## src/rtl/uart_rx.sv

```systemverilog
// uart_rx: 8N1 UART receiver (LSB first) that oversamples the serial line
// with i_clk and samples each bit at its centre.
// Ports: i_clk, i_rst (sync, active-high), i_uart_mosi (async serial in),
//   o_data (last good byte), o_valid (1-cycle byte strobe),
//   o_frame_err (1-cycle stop-bit error strobe), o_busy (frame in progress).
// Option: define UART_RX_MAJORITY_EN to take each bit as a 2-of-3 vote of
//   rx_s at div==2,1,0 (requires HALF_CNT>=2).
module uart_rx #(
   parameter int DIV_WID  = 9,
   parameter int DIV_CNT  = 433,
   parameter int HALF_CNT = DIV_CNT / 2
) (
   input  logic       i_clk,
   input  logic       i_rst,
   input  logic       i_uart_mosi,
   output logic [7:0] o_data,
   output logic       o_valid,
   output logic       o_frame_err,
   output logic       o_busy
);

   localparam logic [1:0] IDLE  = 2'd0;
   localparam logic [1:0] START = 2'd1;
   localparam logic [1:0] DATA  = 2'd2;
   localparam logic [1:0] STOP  = 2'd3;

   localparam logic [DIV_WID-1:0] DIV_V  = DIV_WID'(DIV_CNT);
   localparam logic [DIV_WID-1:0] HALF_V = DIV_WID'(HALF_CNT);
   localparam logic [DIV_WID-1:0] ONE_V  = DIV_WID'(1);
   localparam logic [DIV_WID-1:0] TWO_V  = DIV_WID'(2);

   logic [1:0]         state;
   logic [DIV_WID-1:0] div;
   logic [2:0]         bitcnt;
   logic [7:0]         shift;
   logic               rx_m;
   logic               rx_s;
   logic               rx_d;
   logic               sample;
   logic               dec;

   // Two-flop synchronizer plus one delay stage for edge detection.
   always_ff @(posedge i_clk) begin
      if (i_rst) begin
         rx_m <= 1'b1;
         rx_s <= 1'b1;
         rx_d <= 1'b1;
      end else begin
         rx_m <= i_uart_mosi;
         rx_s <= rx_m;
         rx_d <= rx_s;
      end
   end

   assign dec = (div == '0);

`ifdef UART_RX_MAJORITY_EN
   logic maj_2;
   logic maj_1;

   // Capture the two samples preceding each decision point.
   always_ff @(posedge i_clk) begin
      if (i_rst) begin
         maj_2 <= 1'b1;
         maj_1 <= 1'b1;
      end else if (state != IDLE) begin
         if (div == TWO_V) maj_2 <= rx_s;
         if (div == ONE_V) maj_1 <= rx_s;
      end
   end

   assign sample = (maj_2 & maj_1) | (maj_2 & rx_s) | (maj_1 & rx_s);
`else
   assign sample = rx_s;
`endif

   always_ff @(posedge i_clk) begin
      if (i_rst) begin
         state       <= IDLE;
         div         <= '0;
         bitcnt      <= 3'd0;
         shift       <= 8'h00;
         o_data      <= 8'h00;
         o_valid     <= 1'b0;
         o_frame_err <= 1'b0;
      end else begin
         o_valid     <= 1'b0;
         o_frame_err <= 1'b0;
         unique case (state)
            IDLE: begin
               div <= '0;
               if (rx_d && !rx_s) begin
                  state <= START;
                  div   <= HALF_V;
               end
            end
            START: begin
               if (!dec) begin
                  div <= div - ONE_V;
               end else if (!sample) begin
                  state  <= DATA;
                  div    <= DIV_V;
                  bitcnt <= 3'd0;
               end else begin
                  // False start: line was high again at mid-bit.
                  state <= IDLE;
               end
            end
            DATA: begin
               if (!dec) begin
                  div <= div - ONE_V;
               end else begin
                  shift  <= {sample, shift[7:1]};
                  bitcnt <= bitcnt + 3'd1;
                  div    <= DIV_V;
                  if (bitcnt == 3'd7) state <= STOP;
               end
            end
            STOP: begin
               if (!dec) begin
                  div <= div - ONE_V;
               end else begin
                  state <= IDLE;
                  if (sample) begin
                     o_data  <= shift;
                     o_valid <= 1'b1;
                  end else begin
                     o_frame_err <= 1'b1;
                  end
               end
            end
            default: begin
               state <= IDLE;
               div   <= '0;
            end
         endcase
      end
   end

   assign o_busy = (state != IDLE);

endmodule

```

## config.mk

```make
export PLATFORM = sky130hd
export DESIGN_NAME = uart_rx
export DESIGN_NICKNAME = d
export VERILOG_FILES = /design/src/rtl/uart_rx.sv
export SDC_FILE = /design/constraint.sdc
export NUM_CORES = 1
export LEC_CHECK = 0
export CAP_MARGIN = 20
export CORE_ASPECT_RATIO = 1.4
export CORE_MARGIN = 4
export CORE_UTILIZATION = 45
export DETAILED_ROUTE_END_ITERATION = 16
export HOLD_SLACK_MARGIN = 0.15
export SYNTH_ARGS = -nofsm -noshare
export SYNTH_HDL_FRONTEND = slang
export SYNTH_SLANG_ARGS = --single-unit
```

## constraint.sdc

```tcl
create_clock -name i_clk -period 3.2 [get_ports i_clk]
set_input_delay 0.64 -clock i_clk [delete_from_list [all_inputs] [get_ports i_clk]]
set_output_delay 0.64 -clock i_clk [all_outputs]
set_load 0.02 [all_outputs]
```

# Word level (Yosys, flattened, before mapping)
# Index checks and enable logic that the tools add are counted.
[word_totals]
latch_bits = 0
output_inout_bits = 11
ram_bits = 0
reg_bits = 35
mem_count = 0
rom_bits = 0
[classes]
n_lt_le_gt_ge = 0
n_eq_ne = 12
add_sub_neg = 2
shifts = 0
bitwise_logic = 2
n_mul = 0
reduce_logical = 12
n_div = 0
n_mux = 19
[ops]
columns = ["op", "n"]
rows = [
  ["9-bit 2-to-1 mux", 4],
  ["9-bit one-hot mux with 4 select lines", 1],
  ["2-bit inequality test (second input constant)", 7],
  ["2-bit 2-to-1 mux", 6],
  ["9-bit logical NOT", 1],
  ["3-bit 2-to-1 mux", 3],
  ["9-bit by 1-bit subtractor with 9-bit output (second input constant)", 1],
  ["8-bit 2-to-1 mux", 1],
  ["2-bit one-hot mux with 4 select lines", 1],
  ["3-bit one-hot mux with 2 select lines", 1],
  ["5-bit AND reduction", 1],
  ["2-bit == test (second input constant)", 2],
  ["2-bit AND reduction", 2],
  ["4-bit AND reduction", 1],
  ["2-bit nonzero test", 2],
  ["3-bit by 1-bit adder with 3-bit output (second input constant)", 1],
  ["3-bit == test (second input constant)", 1],
  ["3-bit inequality test (second input constant)", 1],
  ["3-bit AND reduction", 1],
  ["3-bit OR reduction", 1],
  ["2-bit by 1-bit == test with 1-bit output (second input constant)", 1],
  ["2-bit logical NOT", 1],
  ["1-bit 2-to-1 mux", 2],
  ["1-bit inverter", 2],
  ["2 further kinds", 2],
]

# Depth between registers and ports, before layout
# Gate-level depths: netlist of the first run.
[logic_depth]
depth_word = 4
ltp_mapped = 8
ltp_nobuf = 6

# Least setup slack after synthesis of the first run
# Ideal clock, no wire load.
[synth_path]
kind = "reg-to-reg"
start = "reg div[0]"
end = "reg o_data[0]"
setup_slack_ns = 1.257
t_arrival_ns = 1.815
synth_period_minus_slack_ns = 1.943
path_buffers = 1
setup_time_ns = 0.128
stages_incl_launch_ff = 8
path_cell_list = "dfxtp_1 > inv_1 > ha_1 > or4b_1 > buf_2 > nor3_4 > mux2i_1 > nor2_1"
[synth_via]
elab_chain_cells = 2
[synth_rtl]
columns = ["item", "line_no", "text"]
rows = [
  ["start, declared", "33", "logic [DIV_WID-1:0] div;"],
  ["start signal, assigned", "99", "div <= div - ONE_V;"],
  ["start signal, assigned", "111", "div <= div - ONE_V;"],
  ["start signal, assigned", "121", "div <= div - ONE_V;"],
  ["9-bit logical NOT", "55", "assign dec = (div == '0);"],
  ["3-bit AND reduction (no source line)", "n/a", ""],
  ["end signal, assigned", "125", "o_data <= shift;"],
  ["end, declared", "16", "output logic [7:0] o_data,"],
]
# No other way between the ends.
# A chain may end at the register's enable or synchronous reset.

# Final worst setup path of the first run
[layout_path]
start = "reg div[0]"
end = "reg bitcnt[2]"
[layout_via]
elab_chain_cells = 3
word_cells_on_any_way = 4
cone_classes = "2 x eq/ne; 2 x reduce/logical"
[layout_rtl]
columns = ["item", "line_no", "text"]
rows = [
  ["9-bit logical NOT (*)", "55", ""],
  ["2-bit inequality test (no source line)", "n/a", ""],
  ["4-bit AND reduction (no source line) (*)", "n/a", ""],
  ["end signal, assigned", "114", "bitcnt <= bitcnt + 3'd1;"],
  ["end, declared", "34", "logic [2:0] bitcnt;"],
]
# Mark *: on every way between the ends. The rest lies on a longest branch, timed or not.

==> metrics, run 1 <==
run status completed; Filler cells 323; Die Y 78.1 um; synthesized area 1580 sq um; Worst Setup Start Kind flip-flop; width of the die 58.1 um; net switching power 0.273 mW; vias per cell 5.72; sequential share of the synthesized area 44.3%; Ys Warns 0; met1 GRT Util 19.7%; Yosys cell types 37; Worst-path clk slew 80 ps; busiest grt layer met2; Crit Path Category flip-flop to flip-flop; DR pass1 iterations 4; syn nets 188; Post-synth EDFFs 0; Comb pwr share 14.4%; Layout Nets 203; Clock Skews 9.11 ps; CTS tree done; Final Power 0.998 mW; Max-Cap Viols 0; CTS Buffer Depth 2; post-route setup TNS 0 ps; Post-Syn Instances 177; final period utilization 75.8%; sequential cell area 701 sq um; # IOs 14; met3 Usage GRT 4.28%; Std-Cell Rows 25; DP Wirelength 2460 um; Sequential Power Share 45.7%; diodes inserted 0; Pleak 0.681 nW; gr ovfl total 0; Routed Antenna Nets 0; post-cts gate resize count 0; crit-path max FO 13; crit-path cells inv_1, ha_1, or4b_1, nor2_1, o2111ai_1, a21oi_1; switch share 27.4%; Initial Utilization 46.8%; internal cell power 0.724 mW; Vias 1,332; unrepaired setup endpoints after global routing no; CP max stage cell nor2_1; # H-tree levels 2; die area 4540 sq um; GP Congestion 0.818; final worst path period need 2420 ps; M2 GR Usage 28.3%; clock latency on the worst-skew pair 290 ps; TritonCTS Buffers 5; largest net degree at the start of global routing 22; Top FF cell, synth dfxtp_1; vias in the first global route 1,345; HP Class flip-flop to flip-flop; Final setup viols 0; post-synthesis async set-or-reset flop share 0%; Final Hold Viols 0; Fmax 413 MHz; Routed WL per cell 14.7 um; Slowest Stage Delay on Critical Path 740 ps; core area 3380 sq um; DR DRC count 0; setup bufs post-CTS 0; final core occ 54.9%; Post-CTS Hold Fix Bufs 0; Syn Area/Cell 8.93 sq um; Rel. slew slack 41.1%; PortBufs 13; share of cells above drive strength 1 7.77%; Detailed Route WL 3440 um; area overhead of the layout relative to synthesis 17.4%; initial antenna violation count 0; Clock Power Share 39.9%; PwrDens 538 nW/um^2; maximum vdd drop 411 uV; Req. time, crit path 3430 ps; Initial DRC Count 45; WP data arrival 2650 ps; multi-input combinational cell area 821 sq um; root buffer cell clkbuf_8; slew of the pin with the lowest slew margin 881 ps; first-pass GRT wire length 6010 um; Total GRT Usage 17.0%; register bit count reported by yosys 35; Final Max Tran Viols 0; Worst Setup End Kind flip-flop; CTS sink cnt 35
==> flip-flops by register name, summed over array words and instances, names as in the netlist, named ones only <==
| name | flops |
|---|---|
| rx_m | 1 |
| o_valid | 1 |
| o_data | 8 |
| rx_s | 1 |
| rx_d | 1 |
| state | 1 |
| o_frame_err | 1 |
| bitcnt | 3 |
| div | 9 |
| shift | 8 |
==> cell families after synthesis <==
family / share of synthesized area, %
AOI/OAI and AO/OA: 15.9
adders and majority gates: 6.33
xor gates and xnor gates: 0.554
DFF: 44.3
buffers and inverters: 3.72
muxes: 6.33
and+or+nand+nor: 22.8
==> final cells by class <==
class                   instances  area share, %
clock buffers                   5           3.71
clock inverters                 3           2.36
repair buffers                 14           7.42
multi-input cells             127           44.2
well taps                      40           2.70
flip-flops and latches         35           37.8
inverters                       9           1.82
==> worst max-delay path, delay by kind of cell, from the launching register on <==
family                     cells  cell delay (ps)
buffers and inverters          1               80
DFF                            1              330
adders and majority gates      1              220
AOI/OAI and AO/OA              2              400
and+or+nand+nor                2             1340
==> path summary, 6_finish.rpt <==
check	slack, ps	depth (start not counted)	to	from
min reg2reg	420	1	rx_s	rx_m
max	780	6	bitcnt[2]	div[0]
max reg2reg	780	6	bitcnt[2]	div[0]
min	420	1	rx_s	rx_m
==> power groups by stage <==
stage | clock network, mW | logic [mW] | registers [mW]
6_report | 0.398 | 0.144 | 0.456
5_1_grt | 0.424 | 0.162 | 0.457
2_1_floorplan | 0 | 0.109 | 0.462
4_1_cts | 0.406 | 0.144 | 0.455
3_5_place_dp | 0 | 0.143 | 0.465
3_3_place_gp | 0 | 0.141 | 0.465
==> synth_stat cells, types with 2 or more instances <==
master     instances  area share (%)
dfxtp_1           35              44
a21oi_1           17             5.4
nand2_1           15             3.6
nor2_1            13             3.1
nand3_1           12             3.8
mux2i_1           10             6.3
inv_1              9             2.1
ha_1               8             6.3
o21ai_0            7             2.2
nor3_1             5             1.6
clkbuf_1           4            0.95
a31oi_1            3             1.2
or2_2              3             1.2
or3_1              3             1.2
or4_1              3             1.4
buf_2              2            0.63
nand2b_1           2            0.79
nor2b_1            2            0.79
nor4_1             2            0.79
o2111ai_1          2             1.1
o211ai_1           2            0.95
o21bai_1           2            0.95
o32ai_1            2             1.1
==> per-stage QoR <==
| step | area (sq um) | hold WS (ps) | setup slack [ps] | instances |
|---|---|---|---|---|
| 6_report | 1860 | 420 | 776 | 233 |
| 4_1_cts | 1860 | 422 | 803 | 233 |
| 5_1_grt | 1860 | 439 | 532 | 233 |
| 3_5_place_dp | 1740 | 401 | 818 | 225 |
| 3_3_place_gp | 1740 | 394 | 912 | 225 |
| 2_1_floorplan | 1580 | 389 | 1260 | 177 |
==> metal layers <==
metal,share of wire [%],vias up
met5,0,-
met4,2.4,0
met3,3.4,8
met2,50,30
met1,45,626
li1,-,668
==> cell usage in the layout (no fill, tap or decap), types with 3 or more instances in the layout <==
master,count
nand3_1,12
or2_2,3
nand2_1,15
o21ai_0,7
or3_1,3
mux2i_1,10
dfxtp_1,35
a31oi_1,3
ha_1,8
clkdlybuf4s50_1,13
nor3_1,5
or4_1,3
clkbuf_8,5
inv_1,9
a21oi_1,17
nor2_1,13
No activity file was read; power rests on OpenSTA's default activity.
==> inputs of run 2 (changes only) <==
- PLACE_DENSITY: not set -> 0.67
- clock period: 3.2 -> 1.9 ns (I/O delays scaled with it)
==> run 2 against run 1 <==
Against the previous run: critical path depth did not move; count of clock-buffer cells in the layout did not move; clock skew fell by 4.5 ps; global-route usage rose by 1.5 points; die area did not move; worst setup slack got worse by 760 ps; sequential share of layout area fell by 1.9 points; wire length rose by 3.8%; power rose by 63%; critical endpoint is now div[6]; largest power group unchanged.
==> metrics, run 2 (synthesis results as in run 1) <==
width of the die 58.1 um; Layout Nets 212; Routed Antenna Nets 0; vias per cell 5.73; Worst Setup Start Kind flip-flop; Largest register FFs 9; crit-path max FO 7; slew of the pin with the lowest slew margin 412 ps; CTS Buffer Depth 2; first-pass GRT wire length 6520 um; vias in the first global route 1,428; CTS tree done; setup bufs post-CTS 0; Fmax 530 MHz; placed insts 234; Die Y 78.1 um; share of cells above drive strength 1 16.8%; WP data arrival 2120 ps; Final Max Tran Viols 0; hold wc startpoint rx_m; Req. time, crit path 2130 ps; Vias 1,386; TritonCTS Buffers 5; HP Class flip-flop to flip-flop; final worst path period need 1890 ps; Detailed Route WL 3570 um; unrepaired setup endpoints after global routing yes; Hold WS 413 ps; sequential cell area 703 sq um; GP Congestion 0.894; Routed WL per cell 14.7 um; Total GRT Usage 18.5%; Initial DRC Count 59; gr ovfl total 0; maximum vdd drop 582 uV; Max-Cap Viols 0; Filler cells 308; PwrDens 828 nW/um^2; most frequent cells in the layout 33 x dfxtp_1, 16 x a21oi_1, 15 x nand2_1; PortBufs 13; Final setup viols 0; # H-tree levels 2; Worst-path clk slew 80 ps; multi-input combinational cell area 850 sq um; top flop regs div (9), o_data (8), shift (8); Std-Cell Rows 25; DR pass1 iterations 4; most common cell after layout, fill and taps aside dfxtp_1; final period utilization 99.4%; clock latency on the worst-skew pair 290 ps; Initial Utilization 46.8%; Biggest register div; Rel. slew slack 72.5%; root buffer cell clkbuf_8; largest net degree at the start of global routing 23; initial antenna violation count 0; DR DRC count 0; DP Wirelength 2610 um; CTS sink cnt 35; Worst Setup End Kind flip-flop; final cell count without fillers 242; Crit Path Category flip-flop to flip-flop; die area 4540 sq um; # IOs 14; FF-to-FF Start div[0]; core area 3380 sq um; run status completed; crit path launch div[0]; Clock Skews 4.62 ps; diodes inserted 0; area overhead of the layout relative to synthesis 24.1%; Pleak 0.722 nW; post-route setup TNS 0 ps; Final Hold Viols 0
-- run 2: changes by cell type in the layout (fill, tap and decap cells not counted), moves of 2 or more --
cell and change:
nor2b_2 +2, nor2b_1 -2, buf_12 +2, dfxtp_2 +2, inv_1 -2, buf_4 +6, clkinvlp_4 +2, inv_2 +2
dfxtp_1 -2
-- run 2: path summary, 6_finish.rpt --
path | cells past startpoint | slack (ps) | to
hold / removal | 1 | 410 | rx_s
setup / recovery | 6 | 10 | div[6]
hold reg to reg | 1 | 410 | rx_s
setup reg to reg | 6 | 10 | div[6]
-- run 2: worst max-delay path, cell delays in order (launching register included) --
cell and delay (ps):
dfxtp_2 340, inv_2 80, ha_4 150, or4b_4 520
or3_1 340, a211o_1 270, a21oi_2 130
-- run 2: what timing repair did --
| action | 4_1_cts | 5_1_grt |
|---|---|---|
| gates resized for setup | 3 | 8 |
| gates cloned | 0 | 0 |
| endpoints found under the setup margin | 2 | 9 |
| hold endpoints to repair | 0 | 0 |
| hold buffers | 0 | 0 |
-- run 2: layout make-up --
type                    count  share of cell area, %
inverters                   9                   1.72
flip-flops and latches     35                   35.8
clock buffers               5                   3.51
clock inverters             3                   1.21
multi-input cells         127                   43.3
repair buffers             23                   11.9
well taps                  40                   2.55
-- run 2: metal layers --
metal	up-vias	GRT usage, %	wire length (um)
li1	685	-	-
met1	654	21.6	1480
met2	40	31.4	1860
met3	7	4.44	155
met4	0	8.12	72
met5	-	0	0
-- run 2: power breakdown --
group | internal, mW | switching [mW] | leakage, nW
clock network | 0.262 | 0.293 | 0.0408
logic | 0.125 | 0.175 | 0.397
registers | 0.749 | 0.0203 | 0.284
total | 1.14 | 0.488 | 0.722
-- run 2: per-stage QoR --
| stage | util (%) | power [mW] | worst slack (ps) | area [sq um] |
|---|---|---|---|---|
| finish | 58.1 | 1.62 | 11.6 | 1960 |
| detailed placement | 54.5 | 1.07 | -25.2 | 1840 |
| floorplan | - | 0.971 | 19.2 | 1590 |
| global placement | 54.5 | 1.07 | 57.5 | 1840 |
| CTS | 57.5 | 1.63 | 3.83 | 1940 |
| global route | 58.1 | 1.72 | -56.5 | 1960 |
